$ cat config.mk
export PLATFORM = sky130hd
export DESIGN_NAME = gb_square_channel
export DESIGN_NICKNAME = d
export VERILOG_FILES = /design/src/rtl/gb_square_channel.sv
export SDC_FILE = /design/constraint.sdc
export NUM_CORES = 1
export LEC_CHECK = 0
export BUFFER_PORTS_ARGS = -buffer_cell sky130_fd_sc_hd__clkbuf_2
export CORE_MARGIN = 2
export CORE_UTILIZATION = 63
export DETAILED_ROUTE_END_ITERATION = 8
export PLACE_DENSITY_LB_ADDON = 0.2
export SLEW_MARGIN = 10
export SYNTH_ARGS = -nofsm -noshare
export SYNTH_HDL_FRONTEND = slang
export SYNTH_SLANG_ARGS = --single-unit
export TNS_END_PERCENT = 20
$ cat constraint.sdc
create_clock -name clock -period 11.53 [get_ports clock]
set_clock_uncertainty 0.05 [all_clocks]
set_input_delay 0.5765 -clock clock [delete_from_list [all_inputs] [get_ports clock]]
set_output_delay 0.5765 -clock clock [all_outputs]
set_load 0.005 [all_outputs]
$ cat src/rtl/gb_square_channel.sv
// gb_square_channel: square-wave tone channel with optional frequency sweep,
// length counter and volume envelope, mapped at BASE_ADDR..BASE_ADDR+4.
// Optional register readback is enabled by defining GB_SQUARE_READBACK_EN;
// without it every read of the block returns 0xFF.
module gb_square_channel #(
   parameter logic [15:0] BASE_ADDR = 16'hFF10,
   parameter int unsigned HAS_SWEEP = 1,
   parameter int unsigned FREQ_W    = 11,
   parameter int unsigned LEN_W     = 6,
   parameter int unsigned VOL_W     = 4
) (
   input  logic             clock,
   input  logic             reset,
   input  logic [15:0]      addr,
   input  logic             wr_en,
   input  logic [7:0]       data_in,
   input  logic             rd_en,
   output logic [7:0]       data_out,
   output logic             hit,
   input  logic             timer_tick,
   input  logic             frame_tick,
   output logic [VOL_W-1:0] sample,
   output logic             active
);

   localparam int unsigned TW = FREQ_W + 1;
   localparam int unsigned LW = LEN_W + 1;
   localparam logic [TW-1:0] FREQ_SPAN = TW'(2**FREQ_W);
   localparam logic [LW-1:0] LEN_FULL  = LW'(2**LEN_W);
   localparam logic          SWEEP_ON  = (HAS_SWEEP != 0);

   // register file and channel state
   logic [6:0]        nr0_q, nr0_n;
   logic [1:0]        duty_q, duty_n;
   logic [7:0]        nr2_q, nr2_n;
   logic              len_en_q, len_en_n;
   logic [FREQ_W-1:0] freq_q, freq_n;
   logic [LW-1:0]     len_q, len_n;
   logic [TW-1:0]     tmr_q, tmr_n;
   logic [2:0]        step_q, step_n;
   logic [2:0]        fstep_q, fstep_n;
   logic [VOL_W-1:0]  vol_q, vol_n;
   logic [2:0]        env_tmr_q, env_tmr_n;
   logic [FREQ_W-1:0] shadow_q, shadow_n;
   logic [3:0]        sw_tmr_q, sw_tmr_n;
   logic              sw_en_q, sw_en_n;
   logic              active_n;
   logic [VOL_W-1:0]  sample_n;
   logic [7:0]        data_out_n;

   logic [15:0]       offset;
   logic [2:0]        reg_idx;
   logic              trig;
   logic              dac_on;
   logic [2:0]        sw_time;
   logic              sw_neg;
   logic [2:0]        sw_shift;
   logic [FREQ_W:0]   sw_res;
   logic [FREQ_W:0]   sw_chk;
   logic [7:0]        duty_bits;
   logic [7:0]        rd_val;

   // next sweep frequency; bit FREQ_W set means overflow
   function automatic logic [FREQ_W:0] sweep_calc(input logic [FREQ_W-1:0] base,
                                                  input logic              neg,
                                                  input logic [2:0]        shift);
      logic [FREQ_W:0] delta;
      delta = {1'b0, base >> shift};
      sweep_calc = neg ? ({1'b0, base} - delta) : ({1'b0, base} + delta);
   endfunction

   // address decode; wraps below BASE_ADDR so a single compare suffices
   always_comb begin
      offset  = addr - BASE_ADDR;
      hit     = (offset <= 16'd4);
      reg_idx = offset[2:0];
   end

   // duty waveform, bit i is the level at duty step i
   always_comb begin
      duty_bits = 8'h00;
      case (duty_q)
         2'b00:   duty_bits = 8'b1000_0000;
         2'b01:   duty_bits = 8'b1000_0001;
         2'b10:   duty_bits = 8'b1110_0001;
         default: duty_bits = 8'b0111_1110;
      endcase
   end

   // read data: register value with unreadable bits forced high
   always_comb begin
      rd_val = 8'hFF;
`ifdef GB_SQUARE_READBACK_EN
      case (reg_idx)
         3'd0:    rd_val = SWEEP_ON ? {1'b1, nr0_q} : 8'hFF;
         3'd1:    rd_val = {duty_q, 6'h3F};
         3'd2:    rd_val = nr2_q;
         3'd4:    rd_val = {1'b1, len_en_q, 6'h3F};
         default: rd_val = 8'hFF;
      endcase
`endif
   end

   // next state: register writes first, then trigger, then frame and timer ticks
   always_comb begin
      nr0_n     = nr0_q;
      duty_n    = duty_q;
      nr2_n     = nr2_q;
      len_en_n  = len_en_q;
      freq_n    = freq_q;
      len_n     = len_q;
      tmr_n     = tmr_q;
      step_n    = step_q;
      fstep_n   = fstep_q;
      vol_n     = vol_q;
      env_tmr_n = env_tmr_q;
      shadow_n  = shadow_q;
      sw_tmr_n  = sw_tmr_q;
      sw_en_n   = sw_en_q;
      active_n  = active;
      trig      = 1'b0;
      sw_res    = '0;
      sw_chk    = '0;

      if (wr_en && hit) begin
         case (reg_idx)
            3'd0: if (SWEEP_ON) nr0_n = data_in[6:0];
            3'd1: begin
               duty_n = data_in[7:6];
               len_n  = LEN_FULL - LW'(data_in[LEN_W-1:0]);
            end
            3'd2: begin
               nr2_n = data_in;
               if (data_in[7:3] == 5'd0) active_n = 1'b0;
            end
            3'd3: freq_n[7:0] = data_in;
            3'd4: begin
               len_en_n           = data_in[6];
               freq_n[FREQ_W-1:8] = data_in[FREQ_W-9:0];
               trig               = data_in[7];
            end
            default: ;
         endcase
      end

      dac_on   = (nr2_n[7:3] != 5'd0);
      sw_time  = nr0_n[6:4];
      sw_neg   = nr0_n[3];
      sw_shift = nr0_n[2:0];

      if (trig) begin
         active_n  = dac_on;
         if (len_n == '0) len_n = LEN_FULL;
         tmr_n     = FREQ_SPAN - TW'(freq_n);
         vol_n     = nr2_n[7 -: VOL_W];
         env_tmr_n = nr2_n[2:0];
         if (SWEEP_ON) begin
            shadow_n = freq_n;
            sw_tmr_n = (sw_time == 3'd0) ? 4'd8 : {1'b0, sw_time};
            sw_en_n  = (sw_time != 3'd0) || (sw_shift != 3'd0);
            if (sw_shift != 3'd0) begin
               sw_res = sweep_calc(freq_n, sw_neg, sw_shift);
               if (sw_res[FREQ_W]) active_n = 1'b0;
            end
         end
      end

      if (frame_tick) begin
         fstep_n = fstep_q + 3'd1;

         // length clock on even steps; a same-cycle trigger takes priority
         if (!fstep_q[0] && !trig && len_en_n && (len_n != '0)) begin
            len_n = len_n - LW'(1);
            if (len_n == '0) active_n = 1'b0;
         end

         // sweep clock on steps 2 and 6
         if (SWEEP_ON && (fstep_q[1:0] == 2'b10)) begin
            if (sw_tmr_n <= 4'd1) begin
               sw_tmr_n = (sw_time == 3'd0) ? 4'd8 : {1'b0, sw_time};
               if (sw_en_n && (sw_time != 3'd0)) begin
                  sw_res = sweep_calc(shadow_n, sw_neg, sw_shift);
                  if (sw_res[FREQ_W]) begin
                     active_n = 1'b0;
                  end else if (sw_shift != 3'd0) begin
                     shadow_n = sw_res[FREQ_W-1:0];
                     freq_n   = sw_res[FREQ_W-1:0];
                     sw_chk   = sweep_calc(sw_res[FREQ_W-1:0], sw_neg, sw_shift);
                     if (sw_chk[FREQ_W]) active_n = 1'b0;
                  end
               end
            end else begin
               sw_tmr_n = sw_tmr_n - 4'd1;
            end
         end

         // envelope clock on step 7; period 0 freezes the volume
         if ((fstep_q == 3'd7) && (nr2_n[2:0] != 3'd0)) begin
            if (env_tmr_n <= 3'd1) begin
               env_tmr_n = nr2_n[2:0];
               if (nr2_n[3]) begin
                  if (vol_n != {VOL_W{1'b1}}) vol_n = vol_n + VOL_W'(1);
               end else begin
                  if (vol_n != '0) vol_n = vol_n - VOL_W'(1);
               end
            end else begin
               env_tmr_n = env_tmr_n - 3'd1;
            end
         end
      end

      // frequency timer; a same-cycle trigger reload takes priority
      if (timer_tick && !trig) begin
         if (tmr_q <= TW'(1)) begin
            tmr_n  = FREQ_SPAN - TW'(freq_n);
            step_n = step_q + 3'd1;
         end else begin
            tmr_n = tmr_q - TW'(1);
         end
      end

      sample_n   = (active && duty_bits[step_q]) ? vol_q : '0;
      data_out_n = (rd_en && hit) ? rd_val : data_out;
   end

   // state registers with synchronous reset
   always_ff @(posedge clock) begin
      if (reset) begin
         nr0_q     <= '0;
         duty_q    <= '0;
         nr2_q     <= '0;
         len_en_q  <= 1'b0;
         freq_q    <= '0;
         len_q     <= '0;
         tmr_q     <= '0;
         step_q    <= '0;
         fstep_q   <= '0;
         vol_q     <= '0;
         env_tmr_q <= '0;
         shadow_q  <= '0;
         sw_tmr_q  <= '0;
         sw_en_q   <= 1'b0;
         active    <= 1'b0;
         sample    <= '0;
         data_out  <= '0;
      end else begin
         nr0_q     <= nr0_n;
         duty_q    <= duty_n;
         nr2_q     <= nr2_n;
         len_en_q  <= len_en_n;
         freq_q    <= freq_n;
         len_q     <= len_n;
         tmr_q     <= tmr_n;
         step_q    <= step_n;
         fstep_q   <= fstep_n;
         vol_q     <= vol_n;
         env_tmr_q <= env_tmr_n;
         shadow_q  <= shadow_n;
         sw_tmr_q  <= sw_tmr_n;
         sw_en_q   <= sw_en_n;
         active    <= active_n;
         sample    <= sample_n;
         data_out  <= data_out_n;
      end
   end

endmodule
### After elaboration in Yosys (flattened, before gate mapping)

Cells that the tools add are included.

| operators by class | value |
|---|---|
| add/sub/neg operators | 18 |
| multiply operators | 0 |
| divide/modulo/power cells | 0 |
| magnitude comparators | 5 |
| equality and inequality tests | 9 |
| shifts and indexed selects | 3 |
| multiplexer cells | 71 |
| bitwise operators | 1 |
| reductions and logical operators | 28 |

Operators by type and width:

| operator | count |
|---|---|
| $mux W11 | 14 |
| $mux W12 | 6 |
| $mux W7 | 8 |
| $mux W4 | 12 |
| $add A11 B11 Y12 | 3 |
| $sub A11 B11 Y12 | 3 |
| $shr A11 B3 Y11 | 3 |
| $mux W8 | 3 |
| $pmux W8 S3 | 1 |
| $sub A12 B11 Y12 const A | 2 |
| $mux W1 | 21 |
| $le A16 B3 Y1 const B | 1 |
| $sub A16 B16 Y16 const B | 1 |
| $mux W3 | 5 |
| $logic_not A7 Y1 | 2 |
| $le A12 B1 Y1 const B | 1 |
| $sub A12 B1 Y12 const B | 1 |
| $logic_and A1 B1 Y1 | 9 |
| $reduce_bool A3 Y1 | 3 |
| $sub A4 B1 Y4 const B | 2 |
| $reduce_bool A7 Y1 | 1 |
| $sub A7 B1 Y7 const B | 1 |
| $sub A7 B6 Y7 const A | 1 |
| $add A3 B1 Y3 const B | 2 |
| other kinds (23) | 29 |

| word-level totals | value |
|---|---|
| flip-flop bits (word level) | 83 |
| bits in latches | 0 |
| RAM bits | 0 |
| ROM bits | 0 |
| input bits | 30 |
| output and inout port bits | 14 |
| logic and storage cells | 152 |
| memories kept | 0 |

### Depth between registers and ports, before layout

Gate-level depths: netlist of the first run.

| depth | value |
|---|---|
| word-level depth | 19 |
| depth in mapped cells | 42 |
| gate-level depth less buffers | 40 |

### Worst setup path after synthesis of the first run

No wires, ideal clock.

| timing path | value |
|---|---|
| path kind | input -> register |
| start | input addr[6] |
| end | register active |
| setup time | 116 ps |
| arrival time | 8184 ps |
| required time | 11364 ps |
| slack | 3180 ps |
| stages on the path | 40 |
| path buffers | 4 |
| cell sequence | nor4b_1 and4_1 clkbuf_1 nand2_1 mux2_2 clkbuf_1 clkbuf_1 clkbuf_1 a21o_1 ha_1 inv_1 nand2_1 xnor2_1 ha_1 nor2b_1 o21ai_0 a21boi_0 o21ai_0 [4 not listed] and4_1 o31ai_1 mux2i_1 a41oi_2 nand3b_1 nand2_1 xnor2_1 ha_1 a21o_1 a21o_1 a21oi_1 nand2_1 o21ai_0 a41oi_1 o311ai_1 a21oi_1 and3b_1 o211a_1 |

| between the ends | value |
|---|---|
| cells in the longest elaborated chain, start to end | 19 |
| elaborated cells between the ends (all ways) | 55 |
| classes of those cells | add/sub: 8; order compare: 2; shift: 3; mux: 28; reduce/logical: 14 |

RTL lines:

| what | RTL line | RTL |
|---|---|---|
| from (decl) | 14 | `input logic [15:0] addr,` |
| $sub A16 B16 Y16 (*) | 74 | `offset = addr - BASE_ADDR;` |
| $le A16 B3 Y1 (*) | 75 | `hit = (offset <= 16'd4);` |
| $logic_and A1 B1 Y1 (*) | 125 | `if (wr_en && hit) begin` |
| branches (longest 15 deep; another with $add A11 B11 Y12) | - |  |
| $mux W1 (*) | 168 | `if (frame_tick) begin` |
| to (signal assigned) | 261 | `active <= active_n;` |
| to (decl) | 23 | `output logic active` |

Every way passes the cells marked *.
A chain may end at the register's enable or synchronous reset.

### Final worst setup path of the first run

Ends and elaborated chain as after synthesis.

==> results of run 1 <==
## state kept, by name, summed over array words and instances (netlist names), 2 cells and up
register   cells
freq_q        11
nr0_q          7
shadow_q      11
sample         4
duty_q         2
step_q         3
nr2_q          8
len_q          7
vol_q          4
sw_tmr_q       4
tmr_q         12
env_tmr_q      3
fstep_q        3
## cell usage in the layout (no fill, tap or decap), drive strengths merged, types with 9 or more instances in the layout
master  count
xor2       24
a21oi      78
nand4       9
buf         9
mux2i      74
nor2      148
nand2     118
and3       17
mux2       15
a21boi     11
clkbuf     53
o21a       11
or2        10
xnor2      42
a31oi      18
nand3      23
ha         44
inv        52
dfxtp      83
and2       14
a21o       11
nor3       34
o211ai     14
o21ai      68
a211oi     23
## report_power, final
part,internal (mW),switching (mW)
combinational,0.0890,0.122
clock,0.176,0.130
sequential,0.306,0.0206
## cell type report
cell class                 count  share of cell area
tap                          176              0.0245
sequential                    83               0.185
clock inverter                 6             0.00794
timing repair buffer          52              0.0315
clock buffer                  10              0.0266
multi-input combinational    943               0.703
inverter                      52              0.0217
## worst max-delay path: cells and delay by family
| kind | cells | cell delay (ps) |
|---|---|---|
| buffers and inverters | 4 | 560 |
| muxes | 3 | 990 |
| xor gates and xnor gates | 2 | 580 |
| adders and majority gates | 3 | 710 |
| and+or+nand+nor | 12 | 2910 |
| AOI/OAI and AO/OA | 17 | 3130 |
## cells by family (layout without fill, tap and decap cells)
| logic type | count (synthesis) | in the layout |
|---|---|---|
| AOI/OAI and AO/OA | 311 | 311 |
| xor gates and xnor gates | 66 | 66 |
| adders and majority gates | 48 | 48 |
| buffers and inverters | 121 | 120 |
| DFF | 83 | 83 |
| muxes | 89 | 89 |
| and+or+nand+nor | 429 | 429 |
## layer usage
layer | share of wire | track usage | vias up
met3 | 0.091 | 0.0542 | 78
met5 | 0 | 0 | -
li1 | - | - | 4141
met2 | 0.45 | 0.549 | 457
met4 | 0.040 | 0.149 | 0
met1 | 0.42 | 0.450 | 3962
## through the flow
| stage | power [mW] | util | worst slack [ps] |
|---|---|---|---|
| 2_1_floorplan | 0.497 | - | 3180 |
| 3_3_place_gp | 0.536 | 0.657 | 2260 |
| 3_5_place_dp | 0.539 | 0.657 | 2010 |
| 4_1_cts | 0.841 | 0.681 | 2360 |
| 5_1_grt | 0.884 | 0.681 | 1310 |
| 6_report | 0.843 | 0.681 | 2240 |
## worst min-delay path by stage
stage | cells after the start | to | start | slack, ps
after floorplan | 1 | sample[0]$_SDFF_PP0_ | vol_q[0]$_SDFF_PP0_ | 380
after global placement | 1 | sample[1]$_SDFF_PP0_ | vol_q[1]$_SDFF_PP0_ | 400
after detailed placement | 1 | sample[2]$_SDFF_PP0_ | vol_q[2]$_SDFF_PP0_ | 400
after CTS | 3 | data_out[0]$_SDFFE_PP0P_ | rd_en | 400
after global routing | 3 | data_out[0]$_SDFFE_PP0P_ | rd_en | 420
final | 3 | data_out[0]$_SDFFE_PP0P_ | rd_en | 400
==> impl_metrics.tcl, run 1 <==
set metrics [dict create \
    pwr_density_cell_nw_per_um2 93.8 \
    place_area_um2 8670 \
    yosysMostFrequentCell "nor2_1" \
    cts_buffers 9 \
    synth.distinct_cells 90 \
    wl_mm 24.5 \
    yosys-top-cells-count "nor2_1 (148), nand2_1 (118), dfxtp_1 (83), a21oi_1 (77), mux2i_1 (70)" \
    cpMaxStageDelayCell "or4b_4" \
    finalSetupTns_ps 0 \
    tightest_slew_ps 974 \
    timing.final.max_slew_violations 0 \
    synth_enable_flop_cells 0 \
    routedWlPerCell_um 18.5 \
    hold_ws_ps 404 \
    cp-start-kind "input pin" \
    grt_pass1_wl_mm 39.7 \
    cp_max_fo 22 \
    cts_tree "built" \
    startpoint "addr[6]" \
    syn_nets 1222 \
    dp_cells 1306 \
    post_cts_buffers 0 \
    nFillCells 1161 \
    die-area_um2 14400 \
    r2r_end "active$_SDFF_PP0_" \
    antennaDiodeCount 0 \
    required_ps 11730 \
    grt_usage 0.341 \
    fin_area_um2 8980 \
    die_w_um 120 \
    post-route-drc-count 0 \
    h-tree-depth 3 \
    ant_nets 0 \
    antenna_found_initial 0 \
    worstPathArrival_ps 9490 \
    finalHoldViolCount 0 \
    yosys.area_share.xor_xnor 0.0683 \
    regArea_um2 1660 \
    max-cap-violations 0 \
    ctsHoldBuffers 0 \
    synthToLayoutAreaGrowth_pct 6.06 \
    min_period_over_period 0.805 \
    crit_end "active$_SDFF_PP0_" \
    avgSynthCellArea_um2 7.38 \
    io_buffers 43 \
    root_buffer "clkbuf_16" \
    ctsResizeCount 0 \
    rrSetupSlack_ps 2980 \
    drt_iter0_drc 818 \
    worst_path_most_repeated_cell "nand2_1" \
    drive_gt1_frac 0.102 \
    path_clk_slew_ps 60 \
    rsz0062_at_grt "no" \
    r2r-start "nr0_q[1]$_SDFF_PP0_" \
    synth_area_um2 8470 \
    io_pins 44 \
    yosysWarnings 0 \
    slew_headroom 0.348 \
    initial_core_util 0.642 \
    max_freq_mhz 108 \
    grt_max_degree 82 \
    clk_path_buf_depth 2 \
    grt_remaining_overflow 0 \
    yosys.area_share.adder 0.0709 \
    die_y_um 120 \
    dp_hpwl_mm 17.8 \
    synth_top_cell_by_area "dfxtp_1" \
    finalSetupViolCount 0 \
    via_per_inst 6.53 \
    stdcell_count 1322 \
    core_area_um2 13200 \
    status "finished clean" \
    rows 42 \
    synth_ff_type "dfxtp_1" \
    fin_crit_ps 9290 \
    ys_async_sr_fraction 0 \
    synth_top_family_by_area "compound AO/OA/AOI/OAI gates" \
    gp_congestion 0.956 \
    leakage_nw 3.95 \
    insertion_delay_ps 360 \
    muxShareOfSynthArea 0.111 \
    fin_nets 1216 \
    synth_seq_cells 83 \
    slowest_delay_ps 550 \
    grt_pass1_vias 7876 \
    syn_inst 1147 \
    synth_top_area_share 0.196 \
    rr_worst_depth 37 \
    synth_compound_area_frac 0.250 \
    hold_class "input pin to register" \
    synth-seq-area-share 0.196 \
    synth-simple-area-share 0.244 \
    critical_path_class "input pin to register" \
    vias 8638 \
    netlist_top_cells_area "dfxtp_1 (20%), mux2i_1 (8.3%), nor2_1 (6.6%)" \
    multi_input_area_um2 6310 \
    peakVddDrop_uv 74.4 \
    dr.pass1.iters 5 \
    clkSinkCount 83 \
    crit_path_end_kind "register" \
]
(Power assumes the default switching activity.)
==> inputs of run 2 (changes only) <==
--- a/config.mk
+++ b/config.mk
@@ -7,7 +7,7 @@
 export LEC_CHECK = 0
 export BUFFER_PORTS_ARGS = -buffer_cell sky130_fd_sc_hd__clkbuf_2
 export CORE_MARGIN = 2
-export CORE_UTILIZATION = 63
+export CORE_UTILIZATION = 57
 export DETAILED_ROUTE_END_ITERATION = 8
 export PLACE_DENSITY_LB_ADDON = 0.2
 export SLEW_MARGIN = 10
==> constraint.sdc (replaced) <==
create_clock -name clock -period 7.5 [get_ports clock]
set_clock_uncertainty 0.05 [all_clocks]
set_input_delay 0.375 -clock clock [delete_from_list [all_inputs] [get_ports clock]]
set_output_delay 0.375 -clock clock [all_outputs]
set_load 0.005 [all_outputs]
==> impl_metrics.tcl, run 2 (synthesis results as in run 1) <==
set metrics [dict create \
    drive_gt1_frac 0.250 \
    cpMaxStageDelayCell "or4b_4" \
    cp_max_fo 6 \
    grt_remaining_overflow 0 \
    clk_path_buf_depth 2 \
    routedWlPerCell_um 18.8 \
    critical_path_class "input pin to register" \
    io_pins 44 \
    crit_path_end_kind "register" \
    met3_usage 0.0535 \
    hold_ws_ps 233 \
    rr_worst_depth 33 \
    cts_buffers 9 \
    leakage_nw 4.78 \
    synthToLayoutAreaGrowth_pct 24.2 \
    rrSetupSlack_ps 530 \
    pwr_density_cell_nw_per_um2 127 \
    startpoint "addr[3]" \
    grt_util_met2 0.542 \
    die-area_um2 15800 \
    largest_register_ffs 12 \
    hold_class "input pin to register" \
    required_ps 7690 \
    post-route-drc-count 0 \
    final_cell_mix "buf_4 (162), nor2_1 (145), nand2_1 (116)" \
    peakVddDrop_uv 107 \
    grt_pass1_vias 8678 \
    hold_path_startpoint "rd_en" \
    io_buffers 43 \
    hold_path_end "data_out[0]$_SDFFE_PP0P_" \
    timing.final.max_slew_violations 0 \
    antenna_found_initial 1 \
    worstPathArrival_ps 7680 \
    grt_use_met1 0.483 \
    grt_max_degree 82 \
    p_total_mw 1.34 \
    wl_mm 27.9 \
    rsz0062_at_grt "yes" \
    max-cap-violations 0 \
    max_freq_mhz 134 \
    drt_iter0_drc 1083 \
    busiest_layer "met2" \
    finalSetupTns_ps 0 \
    path_clk_slew_ps 70 \
    reg_top3 "tmr_q (12), freq_q (11), shadow_q (11)" \
    layout_commonest_cell "buf_4" \
    clkSinkCount 83 \
    fin_crit_ps 7480 \
    dp_hpwl_mm 20.6 \
    min_period_over_period 0.998 \
    worst_path_most_repeated_cell "nand2_1" \
    root_buffer "clkbuf_16" \
    fin_ws_ps 17.0 \
    finalHoldViolCount 0 \
    top_register "tmr_q" \
    ant_nets 0 \
    nFillCells 1143 \
    cts_tree "built" \
    pre_cts_slack_ps -519 \
    finalSetupViolCount 0 \
    core_area_um2 14500 \
    cp-start-kind "input pin" \
    insertion_delay_ps 350 \
    h-tree-depth 3 \
    dr.pass1.iters 6 \
    tightest_slew_ps 1070 \
    initial_core_util 0.583 \
    die_w_um 126 \
    rows 44 \
    r2r-start "nr0_q[0]$_SDFF_PP0_" \
    via_per_inst 6.30 \
    vias 9358 \
    gp_congestion 0.998 \
    slowest_delay_ps 550 \
    slew_headroom 0.276 \
    grt_pass1_wl_mm 44.3 \
    worstHoldPathCells 3 \
    grt_usage 0.342 \
    fin_nets 1370 \
    r2r_end "active$_SDFF_PP0_" \
    status "finished clean" \
    die_y_um 126 \
]
[run 2: cell count changes in the layout (fill, tap and decap cells not counted), moves of 6 or more]
cell     change
buf_4      +153
mux2i_2      +6
o21ai_0     -12
a21oi_1      -8
o21ai_1      +7
mux2i_1      -7
a21oi_2      +7
[run 2: layout make-up]
type	instances	area, um^2	share of cell area
clock inverters	7	105	0.00999
multi-input cells	943	6650	0.633
diodes	1	2.50	0.000238
inverters	52	195	0.0186
clock buffers	9	225	0.0214
repair buffers	206	1440	0.137
well taps	184	230	0.0219
flip-flops and latches	83	1660	0.158
[run 2: worst max-delay path, delay by kind of cell]
| family | cells | cell delay [ps] |
|---|---|---|
| AO/OA/AOI/OAI | 16 | 2770 |
| XOR/XNOR | 2 | 370 |
| adder cells (fa/ha/maj) | 3 | 820 |
| buffers and inverters | 3 | 410 |
| multiplexers | 3 | 510 |
| AND/OR/NAND/NOR | 11 | 2410 |
[run 2: worst max-delay path by stage]
stage,to,slack (ps),cells after the start
after floorplan,active$_SDFF_PP0_,20,39
after global placement,active$_SDFF_PP0_,-280,41
after detailed placement,active$_SDFF_PP0_,-520,41
after CTS,active$_SDFF_PP0_,20,40
after global routing,active$_SDFF_PP0_,-400,40
final,active$_SDFF_PP0_,20,38
[run 2: where the power goes]
group          internal, mW  switching, mW  total (mW)
logic                 0.141          0.188       0.329
clock network         0.298          0.206       0.505
registers             0.470         0.0318       0.502
[run 2: through the flow]
stage	instance area, um^2	std cells	util
2_1_floorplan	8550	1147	-
3_3_place_gp	9800	1456	0.674
3_5_place_dp	9800	1456	0.674
4_1_cts	10200	1473	0.703
5_1_grt	10500	1484	0.723
6_report	10500	1485	0.724
[run 2: layer usage]
layer	wire [um]	vias to the layer above
li1	-	4451
met1	12200	4333
met2	12300	503
met3	2670	71
met4	674	0
met5	0	-
[run 2: what timing repair did]
item,in CTS,in global routing
pin swaps,1,46
hold buffers,0,0
setup endpoints to repair,1,4
setup buffers,1,12
gates resized for setup,17,53
==> inputs of run 3 (changes only) <==
--- a/config.mk
+++ b/config.mk
@@ -5,7 +5,9 @@
 export SDC_FILE = /design/constraint.sdc
 export NUM_CORES = 1
 export LEC_CHECK = 0
+export ABC_AREA = 1
 export BUFFER_PORTS_ARGS = -buffer_cell sky130_fd_sc_hd__clkbuf_2
+export CORE_ASPECT_RATIO = 0.7
 export CORE_MARGIN = 2
 export CORE_UTILIZATION = 57
 export DETAILED_ROUTE_END_ITERATION = 8
==> impl_metrics.tcl, run 3 <==
set metrics [dict create \
    avgSynthCellArea_um2 6.02 \
    insertion_delay_ps 350 \
    dp_hpwl_mm 19.2 \
    status "finished clean" \
    via_per_inst 5.66 \
    h-tree-depth 3 \
    grt_use_met1 0.508 \
    synthToLayoutAreaGrowth_pct 10.5 \
    post-route-drc-count 0 \
    largest_register_ffs 12 \
    grt_remaining_overflow 0 \
    fin_crit_ps 7010 \
    die-area_um2 15100 \
    busiest_layer "met1" \
    yosys-top-cells-count "nand2_1 (322), inv_1 (175), nor2_1 (138), nand3_1 (121), o21ai_0 (108)" \
    grt_max_degree 57 \
    cts_buffers 9 \
    cp_top_family "simple AND/OR/NAND/NOR gates" \
    cp_num_buf_inv 6 \
    antenna_found_initial 1 \
    synth_top_area_share 0.207 \
    yosysMostFrequentCell "nand2_1" \
    fin_nets 1456 \
    core_area_um2 13800 \
    nFillCells 1338 \
    fin_ws_ps 493 \
    startpoint "addr[6]" \
    final_cell_mix "nand2_1 (322), inv_1 (174), nor2_1 (135)" \
    grt_util_met2 0.460 \
    cpMaxStageDelayCell "ha_1" \
    met3_usage 0.0851 \
    synth_area_um2 8040 \
    gp_congestion 0.987 \
    path_clk_slew_ps 70 \
    yosysWarnings 0 \
    vias 8924 \
    synth.distinct_cells 53 \
    max_freq_mhz 143 \
    ys_async_sr_fraction 0 \
    dp_cells 1556 \
    top_register "tmr_q" \
    antennaDiodeCount 0 \
    grt_pass1_vias 7567 \
    stdcell_count 1576 \
    syn_inst 1335 \
    cts_tree "built" \
    finalSetupTns_ps 0 \
    dr.pass1.iters 6 \
    timing.final.max_slew_violations 0 \
    drt_iter0_drc 989 \
    slew_headroom 0.289 \
    worstPathArrival_ps 7150 \
    die_y_um 103 \
    reg_top3 "tmr_q (12), freq_q (11), shadow_q (11)" \
    root_buffer "clkbuf_16" \
    hold_path_startpoint "rd_en" \
    io_pins 44 \
    syn_nets 1410 \
    required_ps 7650 \
    io_buffers 43 \
    grt_usage 0.329 \
    ant_nets 0 \
    leakage_nw 4.52 \
    synth_seq_cells 83 \
    rows 36 \
    wl_mm 24.6 \
    slowest_delay_ps 330 \
    netlist_top_cells_area "dfxtp_1 (21%), nand2_1 (15%), inv_1 (8.2%)" \
    routedWlPerCell_um 15.6 \
    hold_class "input pin to register" \
    synth_enable_flop_cells 0 \
    drive_gt1_frac 0.123 \
    synth_top_cell_by_area "dfxtp_1" \
    die_w_um 146 \
    crit_path_end_kind "register" \
    finalSetupViolCount 0 \
    synth-seq-area-share 0.207 \
    initial_core_util 0.581 \
    worst_path_most_repeated_cell "nand2_1" \
    layout_commonest_cell "nand2_1" \
    peakVddDrop_uv 119 \
    ctsHoldBuffers 0 \
    clkSinkCount 83 \
    pwr_density_cell_nw_per_um2 156 \
    max-cap-violations 0 \
    r2r-start "nr0_q[0]$_SDFF_PP0_" \
    cp_max_fo 23 \
    critical_path_class "input pin to register" \
    cp-start-kind "input pin" \
    finalHoldViolCount 0 \
    min_period_over_period 0.934 \
    synth_ff_type "dfxtp_1" \
    p_total_mw 1.39 \
    grt_pass1_wl_mm 39.6 \
    pre_cts_slack_ps -33.7 \
    tightest_slew_ps 1060 \
    clk_path_buf_depth 2 \
]
## run 3: changes by cell type after synthesis, sizes merged, moves of 12 or more
cell    before  now
clkbuf      47   20
nand3       23  127
inv         50  182
xnor2       42   18
a211oi      23   11
nand2      118  337
a21oi       78   66
mux2        15    0
o21ai       68  127
and3        17    0
nor3        34   17
mux2i       74    2
and2        14    0
## run 3: power by group
part	switching (mW)	total, mW	internal (mW)
Combinational	0.250	0.399	0.149
Clock	0.208	0.473	0.265
Sequential	0.0387	0.514	0.475
## run 3: final timing paths
check,end,slack (ps),cells after the start
hold reg to reg,sample[0]$_SDFF_PP0_,380,2
setup reg to reg,active$_SDFF_PP0_,700,45
setup / recovery,active$_SDFF_PP0_,490,47
hold / removal,data_out[0]$_SDFFE_PP0P_,210,3
## run 3: what timing repair did
action | in CTS | in global routing
gates resized for setup | 0 | 16
setup buffers | 0 | 4
endpoints found under the setup margin | 0 | 1
## run 3: cell families after synthesis
family,share of synthesized area
xor gates and xnor gates,0.0576
and+or+nand+nor,0.358
DFF,0.207
AOI/OAI and AO/OA,0.188
adders and majority gates,0.0710
buffers and inverters,0.116
muxes,0.00249
## run 3: layout make-up
type,instances,area (um^2),area share
clock inverters,7,82.6,0.00930
clock buffers,9,225,0.0254
well taps,190,238,0.0268
repair buffers,82,508,0.0572
inverters,183,687,0.0773
multi-input cells,1022,5480,0.617
flip-flops and latches,83,1660,0.187
## run 3: layer usage
| layer | share of wire | vias to the layer above |
|---|---|---|
| met5 | 0.00049 | - |
| met4 | 0.011 | 2 |
| met3 | 0.12 | 27 |
| met2 | 0.38 | 456 |
| met1 | 0.48 | 3977 |
| li1 | - | 4462 |
## run 3: per-stage QoR
| stage | hold WS [ps] | cell area (um^2) | util |
|---|---|---|---|
| detailed placement | 370 | 8510 | 0.615 |
| CTS | 211 | 8820 | 0.638 |
| finish | 212 | 8880 | 0.642 |
| global placement | 369 | 8510 | 0.615 |
| floorplan | 358 | 8040 | - |
| global route | 243 | 8880 | 0.642 |
## run 3: worst register-to-register path: cells and delay by family, from the launching register on
family          cells  cell delay (ps)
compound gates     14             2170
xor+xnor            3              620
fa+ha+maj           3              780
buf+inv             5              620
flops               1              310
simple gates       20             2130
